===== src/rtl/wb_arbiter_pkg.sv =====
// Shared backend definitions: write-back entry layout and ROB age compare.
package wb_arbiter_pkg;

    localparam int PREG_W  = 6;
    localparam int ROBID_W = 7;
    localparam int DATA_W  = 64;

    typedef struct packed {
        logic               need_to_wb;
        logic [PREG_W-1:0]  prd;
        logic [ROBID_W-1:0] robid;
        logic [DATA_W-1:0]  data;
    } wb_entry_t;

    // True when rob id a is younger than rob id b. The MSB is the wrap bit;
    // when the wrap bits differ, a smaller index means a later lap.
    function automatic logic robid_younger(input logic [ROBID_W-1:0] a,
                                           input logic [ROBID_W-1:0] b);
        if (a[ROBID_W-1] == b[ROBID_W-1]) begin
            return a[ROBID_W-2:0] > b[ROBID_W-2:0];
        end
        return a[ROBID_W-2:0] < b[ROBID_W-2:0];
    endfunction

endpackage


===== src/rtl/wb_arbiter_src_buffer.sv =====
// Per-source result FIFO with per-entry valid bits. Flushed entries stay in
// place until they reach the head, where they are skipped in the same cycle.
module wb_src_buffer
    import wb_arbiter_pkg::*;
#(
    parameter int SRC_DEPTH = 2
) (
    input  logic               clock,
    input  logic               reset_n,
    input  logic               valid_i,
    output logic               ready_o,
    input  wb_entry_t          entry_i,
    input  logic               flush_valid_i,
    input  logic [ROBID_W-1:0] flush_robid_i,
    input  logic               pop_i,
    output logic               head_valid_o,
    output wb_entry_t          head_o
);

    localparam int PTR_W = (SRC_DEPTH > 1) ? $clog2(SRC_DEPTH) : 1;
    localparam int CNT_W = $clog2(SRC_DEPTH + 1);

    typedef logic [PTR_W-1:0] ptr_t;
    typedef logic [CNT_W-1:0] cnt_t;

    function automatic ptr_t ptr_add(input ptr_t p, input int k);
        return ptr_t'((int'(p) + k) % SRC_DEPTH);
    endfunction

    wb_entry_t            mem_q [SRC_DEPTH];
    logic [SRC_DEPTH-1:0] vld_q, vld_d;
    ptr_t                 rd_ptr_q, rd_ptr_d, wr_ptr_q, wr_ptr_d, head_idx;
    cnt_t                 count_q, count_d, skip, release_cnt;
    logic                 head_found, head_kill, push, store;

    // Ready depends only on the registered occupancy, never on a same-cycle pop.
    assign ready_o = count_q < cnt_t'(SRC_DEPTH);
    assign push    = valid_i && ready_o;
    assign store   = push && !(flush_valid_i && robid_younger(entry_i.robid, flush_robid_i));

    // Locate the oldest still-valid occupied entry, counting dead slots ahead of it.
    always_comb begin
        // NOTE: every variable gets a default before the loop so no latch is inferred.
        skip       = '0;
        head_found = 1'b0;
        head_idx   = rd_ptr_q;
        for (int k = 0; k < SRC_DEPTH; k++) begin
            if (!head_found && (k < int'(count_q))) begin
                if (vld_q[ptr_add(rd_ptr_q, k)]) begin
                    head_found = 1'b1;
                    head_idx   = ptr_add(rd_ptr_q, k);
                end else begin
                    skip = skip + cnt_t'(1);
                end
            end
        end
    end

    assign head_o       = mem_q[head_idx];
    assign head_kill    = flush_valid_i && robid_younger(head_o.robid, flush_robid_i);
    assign head_valid_o = head_found && !head_kill;

    // Next pointers, occupancy and valid bits: reclaim dead slots plus any pop.
    always_comb begin
        release_cnt = skip + cnt_t'(pop_i && head_valid_o);
        rd_ptr_d    = ptr_add(rd_ptr_q, int'(release_cnt));
        wr_ptr_d    = store ? ptr_add(wr_ptr_q, 1) : wr_ptr_q;
        count_d     = count_q - release_cnt + cnt_t'(store);
        vld_d       = vld_q;
        for (int j = 0; j < SRC_DEPTH; j++) begin
            if (flush_valid_i && robid_younger(mem_q[j].robid, flush_robid_i)) begin
                vld_d[j] = 1'b0;
            end
        end
        if (store) begin
            vld_d[wr_ptr_q] = 1'b1;
        end
    end

    // Control state: pointers, count and valid bits.
    always_ff @(posedge clock or negedge reset_n) begin
        // NOTE: state registers use non-blocking assignments so all flops update together.
        if (!reset_n) begin
            vld_q    <= '0;
            rd_ptr_q <= '0;
            wr_ptr_q <= '0;
            count_q  <= '0;
        end else begin
            vld_q    <= vld_d;
            rd_ptr_q <= rd_ptr_d;
            wr_ptr_q <= wr_ptr_d;
            count_q  <= count_d;
        end
    end

    // Payload storage.
    // NOTE: the payload array has no reset; the valid bits and count gate every read.
    always_ff @(posedge clock) begin
        if (store) begin
            mem_q[wr_ptr_q] <= entry_i;
        end
    end

endmodule


===== src/rtl/wb_arbiter.sv =====
// Write-back arbiter: buffers results per execution unit and round-robin
// picks up to two per cycle onto the registered writeback0/1 broadcast ports.
module wb_arbiter
    import wb_arbiter_pkg::*;
#(
    parameter int NUM_SRC   = 4,
    parameter int SRC_DEPTH = 2
) (
    input  logic                       clock,
    input  logic                       reset_n,
    input  logic [NUM_SRC-1:0]         src_valid,
    output logic [NUM_SRC-1:0]         src_ready,
    input  logic [NUM_SRC-1:0]         src_need_to_wb,
    input  logic [NUM_SRC*PREG_W-1:0]  src_prd,
    input  logic [NUM_SRC*ROBID_W-1:0] src_robid,
    input  logic [NUM_SRC*DATA_W-1:0]  src_data,
    output logic                       writeback0_valid,
    output logic                       writeback0_need_to_wb,
    output logic [PREG_W-1:0]          writeback0_prd,
    output logic [ROBID_W-1:0]         writeback0_robid,
    output logic [DATA_W-1:0]          writeback0_data,
    output logic                       writeback1_valid,
    output logic                       writeback1_need_to_wb,
    output logic [PREG_W-1:0]          writeback1_prd,
    output logic [ROBID_W-1:0]         writeback1_robid,
    output logic [DATA_W-1:0]          writeback1_data,
    input  logic                       flush_valid,
    input  logic [ROBID_W-1:0]         flush_robid
);

    localparam int SRC_W = (NUM_SRC > 1) ? $clog2(NUM_SRC) : 1;
    typedef logic [SRC_W-1:0] src_t;

    function automatic src_t src_add(input src_t s, input int k);
        return src_t'((int'(s) + k) % NUM_SRC);
    endfunction

    wb_entry_t          src_entry [NUM_SRC];
    wb_entry_t          head      [NUM_SRC];
    logic [NUM_SRC-1:0] head_valid, pop;
    logic               grant0, grant1;
    src_t               grant0_idx, grant1_idx, rr_ptr_q, rr_ptr_d;
    wb_entry_t          wb0_q, wb0_d, wb1_q, wb1_d;
    logic               wb0_valid_q, wb1_valid_q;

    for (genvar g = 0; g < NUM_SRC; g++) begin : g_src
        assign src_entry[g] = '{
            need_to_wb: src_need_to_wb[g],
            prd:        src_prd[g*PREG_W +: PREG_W],
            robid:      src_robid[g*ROBID_W +: ROBID_W],
            data:       src_data[g*DATA_W +: DATA_W]
        };

        wb_src_buffer #(.SRC_DEPTH(SRC_DEPTH)) u_buf (
            .clock         (clock),
            .reset_n       (reset_n),
            .valid_i       (src_valid[g]),
            .ready_o       (src_ready[g]),
            .entry_i       (src_entry[g]),
            .flush_valid_i (flush_valid),
            .flush_robid_i (flush_robid),
            .pop_i         (pop[g]),
            .head_valid_o  (head_valid[g]),
            .head_o        (head[g])
        );
    end

    // Round-robin scan from rr_ptr: first valid head to port0, second to port1.
    always_comb begin
        grant0     = 1'b0;
        grant1     = 1'b0;
        grant0_idx = '0;
        grant1_idx = '0;
        for (int k = 0; k < NUM_SRC; k++) begin
            if (head_valid[src_add(rr_ptr_q, k)]) begin
                if (!grant0) begin
                    grant0     = 1'b1;
                    grant0_idx = src_add(rr_ptr_q, k);
                end else if (!grant1) begin
                    grant1     = 1'b1;
                    grant1_idx = src_add(rr_ptr_q, k);
                end
            end
        end
    end

    // Pops, pointer advance and next output contents from the grants.
    always_comb begin
        pop = '0;
        if (grant0) pop[grant0_idx] = 1'b1;
        if (grant1) pop[grant1_idx] = 1'b1;
        rr_ptr_d = grant1 ? src_add(grant1_idx, 1) :
                   grant0 ? src_add(grant0_idx, 1) : rr_ptr_q;
        wb0_d    = grant0 ? head[grant0_idx] : '0;
        wb1_d    = grant1 ? head[grant1_idx] : '0;
    end

    // Round-robin pointer and the registered broadcast ports.
    always_ff @(posedge clock or negedge reset_n) begin
        if (!reset_n) begin
            rr_ptr_q    <= '0;
            wb0_valid_q <= 1'b0;
            wb1_valid_q <= 1'b0;
            wb0_q       <= '0;
            wb1_q       <= '0;
        end else begin
            rr_ptr_q    <= rr_ptr_d;
            wb0_valid_q <= grant0;
            wb1_valid_q <= grant1;
            wb0_q       <= wb0_d;
            wb1_q       <= wb1_d;
        end
    end

    assign writeback0_valid      = wb0_valid_q;
    assign writeback0_need_to_wb = wb0_q.need_to_wb;
    assign writeback0_prd        = wb0_q.prd;
    assign writeback0_robid      = wb0_q.robid;
    assign writeback0_data       = wb0_q.data;
    assign writeback1_valid      = wb1_valid_q;
    assign writeback1_need_to_wb = wb1_q.need_to_wb;
    assign writeback1_prd        = wb1_q.prd;
    assign writeback1_robid      = wb1_q.robid;
    assign writeback1_data       = wb1_q.data;

endmodule


===== config.mk =====
export PLATFORM = sky130hd
export DESIGN_NAME = wb_arbiter
export DESIGN_NICKNAME = d
export VERILOG_FILES = /design/src/rtl/wb_arbiter_pkg.sv /design/src/rtl/wb_arbiter_src_buffer.sv /design/src/rtl/wb_arbiter.sv
export SDC_FILE = /design/constraint.sdc
export NUM_CORES = 1
export LEC_CHECK = 0
export BUFFER_PORTS_ARGS = -buffer_cell sky130_fd_sc_hd__buf_2
export CORE_ASPECT_RATIO = 0.7
export CORE_MARGIN = 2
export CORE_UTILIZATION = 56
export CTS_BUF_LIST = sky130_fd_sc_hd__clkbuf_8 sky130_fd_sc_hd__clkbuf_16
export CTS_CLUSTER_SIZE = 16
export DETAILED_ROUTE_END_ITERATION = 16
export PLACE_DENSITY = 0.89
export SLEW_MARGIN = 20
export SYNTH_ARGS = -nofsm -noshare
export SYNTH_HDL_FRONTEND = slang
export SYNTH_SLANG_ARGS = --single-unit

===== constraint.sdc =====
create_clock -name clock -period 15.05 [get_ports clock]
set_clock_uncertainty 0.1 [all_clocks]
set_input_delay 0.7525 -clock clock [delete_from_list [all_inputs] [get_ports clock]]
set_output_delay 0.7525 -clock clock [all_outputs]
set_load 0.02 [all_outputs]

[After elaboration in Yosys (flattened, before gate mapping)]
Memory sizes are Yosys's and may differ from the RTL's.
Cells that the tools add are included.
Word-level totals
  output and inout port bits: 162
  logic and storage cells: 393
  memory bits (writable): 624
  memories kept: 4
  bits in registers: 184
Cells by class
  bitwise logic cells: 7
  $add $sub $neg: 33
  reduce and logical (&&, ||, !) cells: 55
  order comparisons: 70
  multiplexer cells: 181
  equality and inequality tests: 16
Memory list
  g_src[0].u_buf.mem_q: depth 2, bits a word 78, read ports 3, clocked after memory_dff 0, write ports 1, RTL line wb_arbiter_src_buffer.sv:30  | wb_entry_t mem_q [SRC_DEPTH];
  g_src[1].u_buf.mem_q: depth 2, bits a word 78, read ports 3, clocked after memory_dff 0, write ports 1, RTL line wb_arbiter_src_buffer.sv:30
  g_src[2].u_buf.mem_q: depth 2, bits a word 78, read ports 3, clocked after memory_dff 0, write ports 1, RTL line wb_arbiter_src_buffer.sv:30
  g_src[3].u_buf.mem_q: depth 2, bits a word 78, read ports 3, clocked after memory_dff 0, write ports 1, RTL line wb_arbiter_src_buffer.sv:30
Operator list (number)
  $mux W78: 6
  $bmux W78 S2: 2
  $mux W1: 128
  $gt A6 B6 Y1: 16
  $lt A6 B6 Y1: 16
  $mux W2: 33
  $logic_and A1 B1 Y1: 42
  $lt A1 B2 Y1 const B: 12
  $lt A2 B3 Y1 const B: 6
  $add A2 B1 Y2: 8
  $eq A1 B1 Y1: 16
  $lt A1 B2 Y1 const A: 8
  $add A2 B1 Y2 const B: 7
  $logic_not A1 Y1: 12
  $add A1 B1 Y1 const B: 8
  $bmux W1 S2: 4
  $lt A2 B2 Y1 const B: 4
  $mux W4: 2
  $or A2 B2 Y2: 4
  $sub A2 B2 Y2: 4
  $ge A3 B3 Y1 const B: 2
  $not A2 Y3: 2
  $add A1 B1 Y1: 4
  $add A2 B2 Y2 const B: 2
  other kinds (6): 14

[Longest topological paths before layout]
Gate-level depths: netlist (run 1).
An unclocked memory read counts as a cell.
  word-level depth: 35
  mapped depth: 33
  gate-level depth less buffers: 27

[By module]
Synthesis (run 1) repeated with hierarchy kept, for this count alone.
Unflattened totals
  cells, all modules: 2605
  area total of the unflattened synthesis: 37755.0 µm²
By module, submodules not included
  wb_arbiter: instances 1, seq. area each 4003.8 µm², area each 10132.2 µm², cells each 1106
  wb_src_buffer at g_src[3].u_buf: instances 1, seq. area each 4834.6 µm², area each 6936.7 µm², cells each 381
  wb_src_buffer at g_src[1].u_buf: instances 1, seq. area each 4834.6 µm², area each 6917.9 µm², cells each 374
  wb_src_buffer at g_src[2].u_buf: instances 1, seq. area each 4834.6 µm², area each 6900.4 µm², cells each 374
  wb_src_buffer at g_src[0].u_buf: instances 1, seq. area each 4834.6 µm², area each 6867.8 µm², cells each 370

[Worst setup path after synthesis (run 1)]
Ideal clock, no wire load.
  path type: input to register
  start point: input flush_robid[2]
  end point: memory g_src[2].u_buf.mem_q[0][0] (netlist bit) (enable)
  slack: 8641 ps
  path buffers: 0
  arrival: 5783 ps
  data required time: 14424 ps
  library setup time: 526 ps
  stages: 8
  path through: inv_1 > ha_1 > a21o_1 > a221oi_1 > o21ai_0 > mux2i_1 > o211a_1 > nor2b_1
Between the ends
  word-level cells in the longest chain between the ends: 8
  elaborated cells on any way between the ends: 9
  classes of those cells: order compare (2); mux (4); reduce/logical (3)
RTL lines
  from (decl): RTL line wb_arbiter.sv:28  | input logic [ROBID_W-1:0] flush_robid
  $gt A6 B6 Y1: RTL line wb_arbiter_pkg.sv:20  | return a[ROBID_W-2:0] > b[ROBID_W-2:0];
  $mux W1: RTL line wb_arbiter_pkg.sv:19  | if (a[ROBID_W-1] == b[ROBID_W-1]) begin
  $mux W1 *: RTL line wb_arbiter_pkg.sv:22  | return a[ROBID_W-2:0] < b[ROBID_W-2:0];
  $logic_and A1 B1 Y1 *: RTL line wb_arbiter_src_buffer.sv:39  | assign store = push && !(flush_valid_i && robid_younger(entry_i.robid, flush_robid_i));
  $logic_not A1 Y1 *: RTL line wb_arbiter_src_buffer.sv:39
  $logic_and A1 B1 Y1 *: RTL line wb_arbiter_src_buffer.sv:39
  net g_src[2].u_buf.store: RTL line wb_arbiter_src_buffer.sv:34  | logic head_found, head_kill, push, store;
  $mux W1 *: RTL line wb_arbiter_src_buffer.sv:99  | if (store) begin
  $mux W1 (not written as such) *: RTL line wb_arbiter_src_buffer.sv:100  | mem_q[wr_ptr_q] <= entry_i;
  to (decl): RTL line wb_arbiter_src_buffer.sv:30
The timed path passes the listed nets; every way through them passes the cells marked *. The select of a mux whose other input is x is not followed.

[Worst setup path in the final report (run 1)]
  start point: register g_src[1].u_buf.vld_q[1]
  end point: register g_src[2].u_buf.count_q[1]
Between the ends
  word-level cells in the longest chain between the ends: 35
  elaborated cells on any way between the ends: 72
  classes of those cells: add/sub (3); order compare (6); eq/ne (1); mux (52); bitwise (1); reduce/logical (8); memory (1)
RTL lines
  from (decl): RTL line wb_arbiter_src_buffer.sv:31  | logic [SRC_DEPTH-1:0] vld_q, vld_d;
  from (signal assigned): RTL line wb_arbiter_src_buffer.sv:89  | vld_q <= vld_d;
  $mux W1 (not written as such) (2 in series): RTL line wb_arbiter_src_buffer.sv:49  | if (vld_q[ptr_add(rd_ptr_q, k)]) begin
  $mux W1: RTL line wb_arbiter_src_buffer.sv:49
  $mux W1: RTL line wb_arbiter_src_buffer.sv:48  | if (!head_found && (k < int'(count_q))) begin
  $logic_not A1 Y1: RTL line wb_arbiter_src_buffer.sv:48
  $logic_and A1 B1 Y1: RTL line wb_arbiter_src_buffer.sv:48
  $mux W1: RTL line wb_arbiter_src_buffer.sv:48
  $mem_v2 Z2 W78
  $gt A6 B6 Y1 or $eq A1 B1 Y1 (tied branches): RTL line wb_arbiter_pkg.sv:20, wb_arbiter_pkg.sv:19
  [19 not listed]
  $demux W1 S2: RTL line wb_arbiter.sv:91  | if (grant1) pop[grant1_idx] = 1'b1;
  $or A4 B4 Y4 (no source line)
  $mux W4 *: RTL line wb_arbiter.sv:91
  $logic_and A1 B1 Y1 *: RTL line wb_arbiter_src_buffer.sv:65  | release_cnt = skip + cnt_t'(pop_i && head_valid_o);
  $add A2 B1 Y2 *: RTL line wb_arbiter_src_buffer.sv:65
  $sub A2 B2 Y2 *: RTL line wb_arbiter_src_buffer.sv:68  | count_d = count_q - release_cnt + cnt_t'(store);
  $add A2 B1 Y2 *: RTL line wb_arbiter_src_buffer.sv:68
  net g_src[2].u_buf.count_d[1]: RTL line wb_arbiter_src_buffer.sv:33  | cnt_t count_q, count_d, skip, release_cnt;
  to (signal assigned): RTL line wb_arbiter_src_buffer.sv:92  | count_q <= count_d;
  to (decl): RTL line wb_arbiter_src_buffer.sv:33
Marked as above.
A chain may end at the register's enable or synchronous reset.

==> results of run 1 <==
-- worst max-delay path: cells and delay by family, from the launching register on --
family | cells | cell delay, ns
and+or+nand+nor | 4 | 0.80
xor gates and xnor gates | 3 | 0.55
DFF | 1 | 0.43
muxes | 1 | 0.35
adders and majority gates | 5 | 1.30
AOI/OAI and AO/OA | 11 | 2.86
buffers and inverters | 5 | 2.25
-- worst min-delay path by stage --
stage / start / end / slack [ns] / cells after the start
6_report: reset_n / writeback1_data[61]$_DFF_PN0_ / 0.05 / 1
5_1_grt: reset_n / writeback1_data[61]$_DFF_PN0_ / 0.08 / 1
4_1_cts: reset_n / writeback1_data[61]$_DFF_PN0_ / 0.05 / 1
3_5_place_dp: g_src[1].u_buf.wr_ptr_q$_DFFE_PN0P_ / g_src[1].u_buf.wr_ptr_q$_DFFE_PN0P_ / 0.43 / 1
3_3_place_gp: g_src[1].u_buf.wr_ptr_q$_DFFE_PN0P_ / g_src[1].u_buf.wr_ptr_q$_DFFE_PN0P_ / 0.43 / 1
2_1_floorplan: reset_n / g_src[0].u_buf.count_q[0]$_DFF_PN0_ / 0.36 / 0
-- per-stage QoR --
| step | cell area [sq um] | setup WS, ns |
|---|---|---|
| 4_1_cts | 41500 | 6.18 |
| 6_report | 41500 | 6.16 |
| 2_1_floorplan | 35600 | 8.64 |
| 3_3_place_gp | 38900 | 6.42 |
| 5_1_grt | 41500 | 5.68 |
| 3_5_place_dp | 38900 | 6.20 |
-- layer usage --
| metal | share of wire | GRT usage |
|---|---|---|
| met5 | 0.0018 | 0 |
| met1 | 0.39 | 0.421 |
| met4 | 0.038 | 0.126 |
| met2 | 0.47 | 0.494 |
| met3 | 0.11 | 0.0757 |
-- sequential cells by signal, summed over array words and instances (netlist names) --
name                   count
writeback1_prd             6
writeback0_data           64
g_src.u_buf.rd_ptr_q       4
writeback1_robid           7
writeback1_valid           1
writeback1_data           64
writeback0_need_to_wb      1
g_src.u_buf.count_q        8
g_src.u_buf.mem_q        624
writeback1_need_to_wb      1
writeback0_robid           7
writeback0_prd             6
rr_ptr_q                   2
g_src.u_buf.wr_ptr_q       4
writeback0_valid           1
g_src.u_buf.vld_q          8
-- cell type report --
type	count	area, sq um
flip-flops and latches	808	23300
diodes	22	55.1
multi-input cells	1343	11500
well taps	829	1040
clock inverters	57	472
fillers	4289	21500
repair buffers	521	2730
inverters	79	297
clock buffers	84	2060
-- layout by cell type (no fill, tap or decap), types with 6 or more instances in the layout --
master,n
a211oi_1,6
a21o_1,34
a21oi_1,39
a22o_1,80
a31oi_1,7
a32o_1,78
and3_1,9
buf_2,486
buf_4,31
clkbuf_16,80
clkinv_1,9
clkinv_2,9
dfrtp_1,184
diode_2,22
edfxtp_1,624
ha_1,114
inv_1,99
mux2i_1,557
nand2_1,190
nand3_1,13
nand4_1,12
nor2_1,17
nor2b_1,9
o21a_1,6
o21ai_0,38
xnor2_1,14
xor2_1,18
-- cell families after synthesis --
group	Yosys count	share of synthesized area
muxes	558	0.157
AOI/OAI and AO/OA	352	0.0793
adders and majority gates	115	0.0403
xor gates and xnor gates	32	0.00787
buffers and inverters	211	0.0252
DFF	808	0.655
and+or+nand+nor	286	0.0355
==> results.txt, run 1 <==
----------------------------------------------------
[Floorplanning]
  Number of core rows ... 77
  DIE HEIGHT ... between 200 and 250 um
  Starting Density ... 0.565
  Area of the core ... between 60000 and 70000 sq um
  IO Pins ... 488
  Die Wd ... 305 um
  Die Outline Area ... between 60000 and 70000 sq um

[CTS]
  Number of H-tree branching levels ... 3
  Clk sinks ... between 800 and 900
  Reg clk slew, reported paths ... 0.06 ns
  Source-to-sink clock delay at the later pin of the worst-skew pair ... 0.64 ns
  Largest buffer count on any clock path ... 3
  Root Buffer Master ... clkbuf_16
  # hold bufs at CTS ... 0
  Setup Buffers After CTS ... 0
  Post-cts sizing count ... 0
  TritonCTS buffer count ... 76
  CTS tree ... done

[Logic synthesis]
  Syn_nets ... 2802
  Post-synthesis instance area ... 35600 sq um
  Primary FF master, synth ... edfxtp_1
  Top post-synthesis cells by count ... 624 x edfxtp_1, 557 x mux2i_1, 191 x nand2_1
  Async SR Flop Fraction ... 0.228
  Sequential-to-total area share from yosys stat ... 0.655
  Yosys warnings ... 0
  Number of synthesized flops with an enable pin ... 624
  #FFs+latches synth ... 808
  Top cells by area, synth ... edfxtp_1 53%, mux2i_1 16%, dfrtp_1 13%
  Top cell type by total area after synthesis ... edfxtp_1
  Per-instance average area after synthesis ... 15.1 sq um
  Library cell with the highest instance count after synthesis ... edfxtp_1
  Number of distinct library cell variants in the gate-level netlist after synthesis ... 67
  Fraction of synthesized cell area taken by the top area cell type ... 0.526
  Synthesized netlist cell count ... around 2400

[STA]
  Final setup vio count ... 0
  Relative max-transition margin ... 0.221
  Shortest period the worst path allows ... 8.89 ns
  Top achievable clock speed ... 112 MHz
  Worst hold slack across all endpoints ... about 0.053 ns
  Measured slew at the worst slew-check pin ... 1.17 ns
  Post-route setup TNS ... 0 ns
  RSZ-0062 raised after global routing ... false
  Pins Over Slew Limit ... 0
  Total count of hold-check failures in the final report ... 0
  Period utilization ... 0.591

[Routing]
  WL per Instance ... 27.8 um
  Initial DRC Count ... 2852
  Via Count ... 23900
  # DRC ... 0
  Remaining number of nets flagged by the antenna check after routing ... 0
  Post-detailed-routing wire length ... between 100 and 150 mm
  Total iterations of the first detailed-routing run ... 11
  Per-cell via count in the routed design ... approximately 6.4

[Worst setup path]
  Crit path required time ... 15.49 ns
  Largest fanout on the critical path ... 59
  CP startpoint ... g_src[1].u_buf.vld_q[1]$_DFF_PN0_
  Critical Path Source Type ... flop
  Launch instance of the worst register-to-register path ... g_src[1].u_buf.vld_q[1]$_DFF_PN0_
  Setup CP Type ... reg -> reg
  Critical Path End Type ... flop
  Reg-to-reg slack, setup ... 6.16 ns
  Capturing point of the worst reg2reg path ... g_src[2].u_buf.count_q[1]$_DFF_PN0_
  Library cell appearing most often on the critical path ... ha_1
  Arrival time of data at the critical path endpoint ... 9.34 ns
  Critical path capture point ... g_src[2].u_buf.count_q[1]$_DFF_PN0_
  Max stage delay cell, worst path ... buf_4
  R2R cell count ... 29
  CP max stage delay ... between 0.9 and 1 ns

[Worst hold path]
  Path type of the worst min-delay path ... in -> async

[Global routing]
  First-pass GRT wire length ... ~150 mm
  Pin count of the biggest net entering global routing ... 82
  Grt total ovfl ... 0
  Total track usage ... 0.313
  Vias in the first global route ... 24700
  Antenna violations before repair ... 30

[Layout]
  Relative area change from synthesis to final layout ... 16.5%
  Layout cell share with drive strength beyond 1 ... 0.229
  Final Net Count ... about 3300
  Number of cells in the finished layout apart from fillers ... 3743
  Final Util ... 0.659

[Placement]
  RD Place Congestion ... ~0.89
  Estimated wirelength of the detail-placed design ... 67.3 mm
  Count of input and output buffers ... 487
  Cell count after placement ... 3580

[Run]
  Number of max-capacitance violations reported ... 0

[Run status]
  Result of the run ... completed

----------------------------------------------------
Power of run 1 is left out: the tool's default activity adds up to more than one toggle a clock period on the data nets, which glitch-free logic cannot reach.
==> run 2: changes to the inputs <==
Settings changed: CORE_UTILIZATION 56 to 52, PLACE_DENSITY 0.89 to 0.87.
Clock period 15.05 ns to 7.2 ns, I/O delays scaled along.
==> results.txt, run 2 (same netlist as run 1, synthesis figures left out) <==
----------------------------------------------------
[Routing]
  Per-cell via count in the routed design ... 6.26 (-1.9%)
  Via Count ... 25900 (+8.4%)
  WL per Instance ... 27.8 um (about the same)
  Initial DRC Count ... 3237 (+13%)
  # DRC ... 0 (unchanged)
  Total iterations of the first detailed-routing run ... 8 (-3)
  Post-detailed-routing wire length ... 115 mm (+11%)
  Remaining number of nets flagged by the antenna check after routing ... 0 (unchanged)

[Global routing]
  First-pass GRT wire length ... 168 mm (+9.8%)
  Grt total ovfl ... 0 (unchanged)
  GR Util met2 ... 0.526 (+0.0327)
  Antenna violations before repair ... 17 (-43%)
  Vias in the first global route ... 27500 (+11%)
  Met1 track demand over resource in global routing ... 0.397 (-0.0244)
  Total track usage ... 0.321 (+0.00782)
  Pin count of the biggest net entering global routing ... 107 (+30%)
  GR Layer Usage met3 ... 0.0829 (+0.00718)
  Busiest metal layer after global routing ... met2

[Worst setup path]
  Ordered list of cells on the worst path ... a21oi_1 -> o22ai_4 -> mux2i_1 -> inv_1 -> ha_1 -> a21o_1 -> a21o_1 -> a221o_1 -> nand4b_1 -> o311ai_2 -> nor2_1 -> a21oi_1 -> a21oi_1 -> ha_1 -> nor2_1 -> a211oi_1 -> a31oi_1 -> a21oi_4 -> buf_4 -> buf_6 -> mux2i_1 -> a22o_1
  Arrival time of data at the critical path endpoint ... 7.11 ns (-2.23 ns)
  Largest fanout on the critical path ... 42 (-29%)
  Crit path required time ... 7.65 ns (-7.84 ns)
  CP max stage delay ... 0.58 ns (-0.33 ns)
  Reg-to-reg slack, setup ... 0.54 ns (-5.62 ns)
  Critical Path End Type ... flop
  Launch instance of the worst register-to-register path ... g_src[2].u_buf.rd_ptr_q$_DFF_PN0_
  R2R cell count ... 22 (-24%)
  Capturing point of the worst reg2reg path ... writeback1_data[38]$_DFF_PN0_
  Library cell appearing most often on the critical path ... a21oi_1
  Max stage delay cell, worst path ... a21oi_4
  Critical Path Source Type ... flop
  Setup CP Type ... reg -> reg

[STA]
  Total count of hold-check failures in the final report ... 0 (unchanged)
  Pins Over Slew Limit ... 0 (unchanged)
  Relative max-transition margin ... 0.239 (+0.0177)
  Shortest period the worst path allows ... 6.66 ns (-2.23 ns)
  RSZ-0062 raised after global routing ... false
  Top achievable clock speed ... 150 MHz (+33%)
  Final setup vio count ... 0 (unchanged)
  Measured slew at the worst slew-check pin ... 1.14 ns (-0.0265 ns)
  Period utilization ... 0.925 (+0.334)
  Worst hold slack across all endpoints ... 0.0924 ns (+0.0398 ns)
  Post-route setup TNS ... 0 ns (unchanged)

[CTS]
  Largest buffer count on any clock path ... 3 (unchanged)
  TritonCTS buffer count ... 77 (+1.3%)
  Number of H-tree branching levels ... 3 (unchanged)
  Reg clk slew, reported paths ... 0.07 ns (about the same)
  CTS tree ... done
  Root Buffer Master ... clkbuf_16
  Source-to-sink clock delay at the later pin of the worst-skew pair ... 0.63 ns (about the same)
  Clk sinks ... 808 (unchanged)

[Layout]
  Post-route cell area ... 44800 sq um (+7.9%)
  Register with the most flip-flops ... g_src.u_buf.mem_q
  Layout cell share with drive strength beyond 1 ... 0.212 (-0.0171)
  Final Net Count ... 3598 (+10%)
  Relative area change from synthesis to final layout ... 25.8%
  Commonest non-fill, non-tap cell in the layout ... edfxtp_1
  Commonest cells after routing, fill and taps aside ... 624 x edfxtp_1, 557 x mux2i_1, 486 x buf_2
  Number of fill cells ... 4416 (+3.0%)
  Number of flip-flops under the largest register name ... 624 (unchanged)

[Placement]
  Instance area at placement ... 39100 sq um (+0.48%)
  Count of input and output buffers ... 487 (unchanged)
  RD Place Congestion ... 0.903 (+0.89%)
  Estimated wirelength of the detail-placed design ... 67.5 mm (+0.31%)

[Worst hold path]
  Cell count of the worst hold path ... 3
  Destination of the worst hold path ... g_src[2].u_buf.wr_ptr_q$_DFFE_PN0P_
  Path type of the worst min-delay path ... in -> reg
  Launch point of the worst hold path ... src_valid[2]

[Floorplanning]
  DIE HEIGHT ... 223 um (+3.7%)
  Die Wd ... 317 um (+3.7%)
  Number of core rows ... 80 (+3.9%)
  Area of the core ... 68000 sq um (+7.9%)
  Starting Density ... 0.524 (-0.0412)
  Die Outline Area ... 70700 sq um (+7.6%)
  IO Pins ... 488 (unchanged)

[Run status]
  Result of the run ... completed

[Run]
  Number of max-capacitance violations reported ... 0 (unchanged)

----------------------------------------------------
[run 2: cell types whose count changed in the layout (fill, tap and decap cells not counted), sizes merged]
cell	before	now
dlygate4sd3	0	313
buf	520	535
diode	22	15
inv	105	101
clkinv	24	27
bufinv	5	6
clkbuf	85	86
clkinvlp	2	1
[run 2: repair_timing]
| action | CTS | global route |
|---|---|---|
| hold endpoints to repair | 702 | 0 |
| resized for setup | 0 | 1 |
| setup buffers | 0 | 0 |
| hold buffers | 313 | 0 |
| endpoints found under the setup margin | 0 | 20 |
[run 2: area by class of cell]
cell class / count / area, sq um / share of cell area
sequential: 808 / 23300 / 0.521
multi-input combinational: 1343 / 11500 / 0.257
timing repair buffer: 849 / 5990 / 0.134
clock buffer: 85 / 2060 / 0.0459
tap: 902 / 1130 / 0.0252
clock inverter: 56 / 437 / 0.00974
inverter: 79 / 297 / 0.00662
antenna: 15 / 37.5 / 0.000837
[run 2: worst max-delay path by stage]
stage	startpoint	to	slack, ns	depth (start not counted)
floorplan	g_src[2].u_buf.rd_ptr_q$_DFF_PN0_	g_src[2].u_buf.count_q[1]$_DFF_PN0_	0.90	33
global placement	g_src[2].u_buf.rd_ptr_q$_DFF_PN0_	writeback1_data[54]$_DFF_PN0_	0.86	22
detailed placement	g_src[2].u_buf.rd_ptr_q$_DFF_PN0_	writeback1_data[47]$_DFF_PN0_	0.52	22
CTS	g_src[2].u_buf.rd_ptr_q$_DFF_PN0_	writeback1_data[47]$_DFF_PN0_	0.47	22
global route	g_src[2].u_buf.rd_ptr_q$_DFF_PN0_	writeback1_data[38]$_DFF_PN0_	0.08	22
finish	g_src[2].u_buf.rd_ptr_q$_DFF_PN0_	writeback1_data[38]$_DFF_PN0_	0.54	22
[run 2: worst max-delay path: cells and delay by family (launching register included)]
kind	cells	cell delay, ns
fa+ha+maj	2	0.51
simple gates	3	0.50
buf+inv	3	1.19
mux	2	0.69
flops	1	0.46
compound gates	12	3.07
[run 2: metal layers]
layer | vias to the layer above | share of wire | wire length [um]
li1 | 10700 | - | -
met1 | 12800 | 0.37 | 42400
met5 | - | 0.00066 | 76
met4 | 12 | 0.046 | 5290
met3 | 436 | 0.11 | 12300
met2 | 1923 | 0.48 | 55000
[run 2: through the flow]
| step | util | std cells | worst slack, ns |
|---|---|---|---|
| floorplan | - | 2362 | 0.904 |
| global placement | 0.576 | 3667 | 0.857 |
| detailed placement | 0.576 | 3667 | 0.521 |
| CTS | 0.658 | 4121 | 0.468 |
| global route | 0.659 | 4131 | 0.0767 |
| finish | 0.659 | 4137 | 0.537 |
Power of run 2 is left out for the same reason.
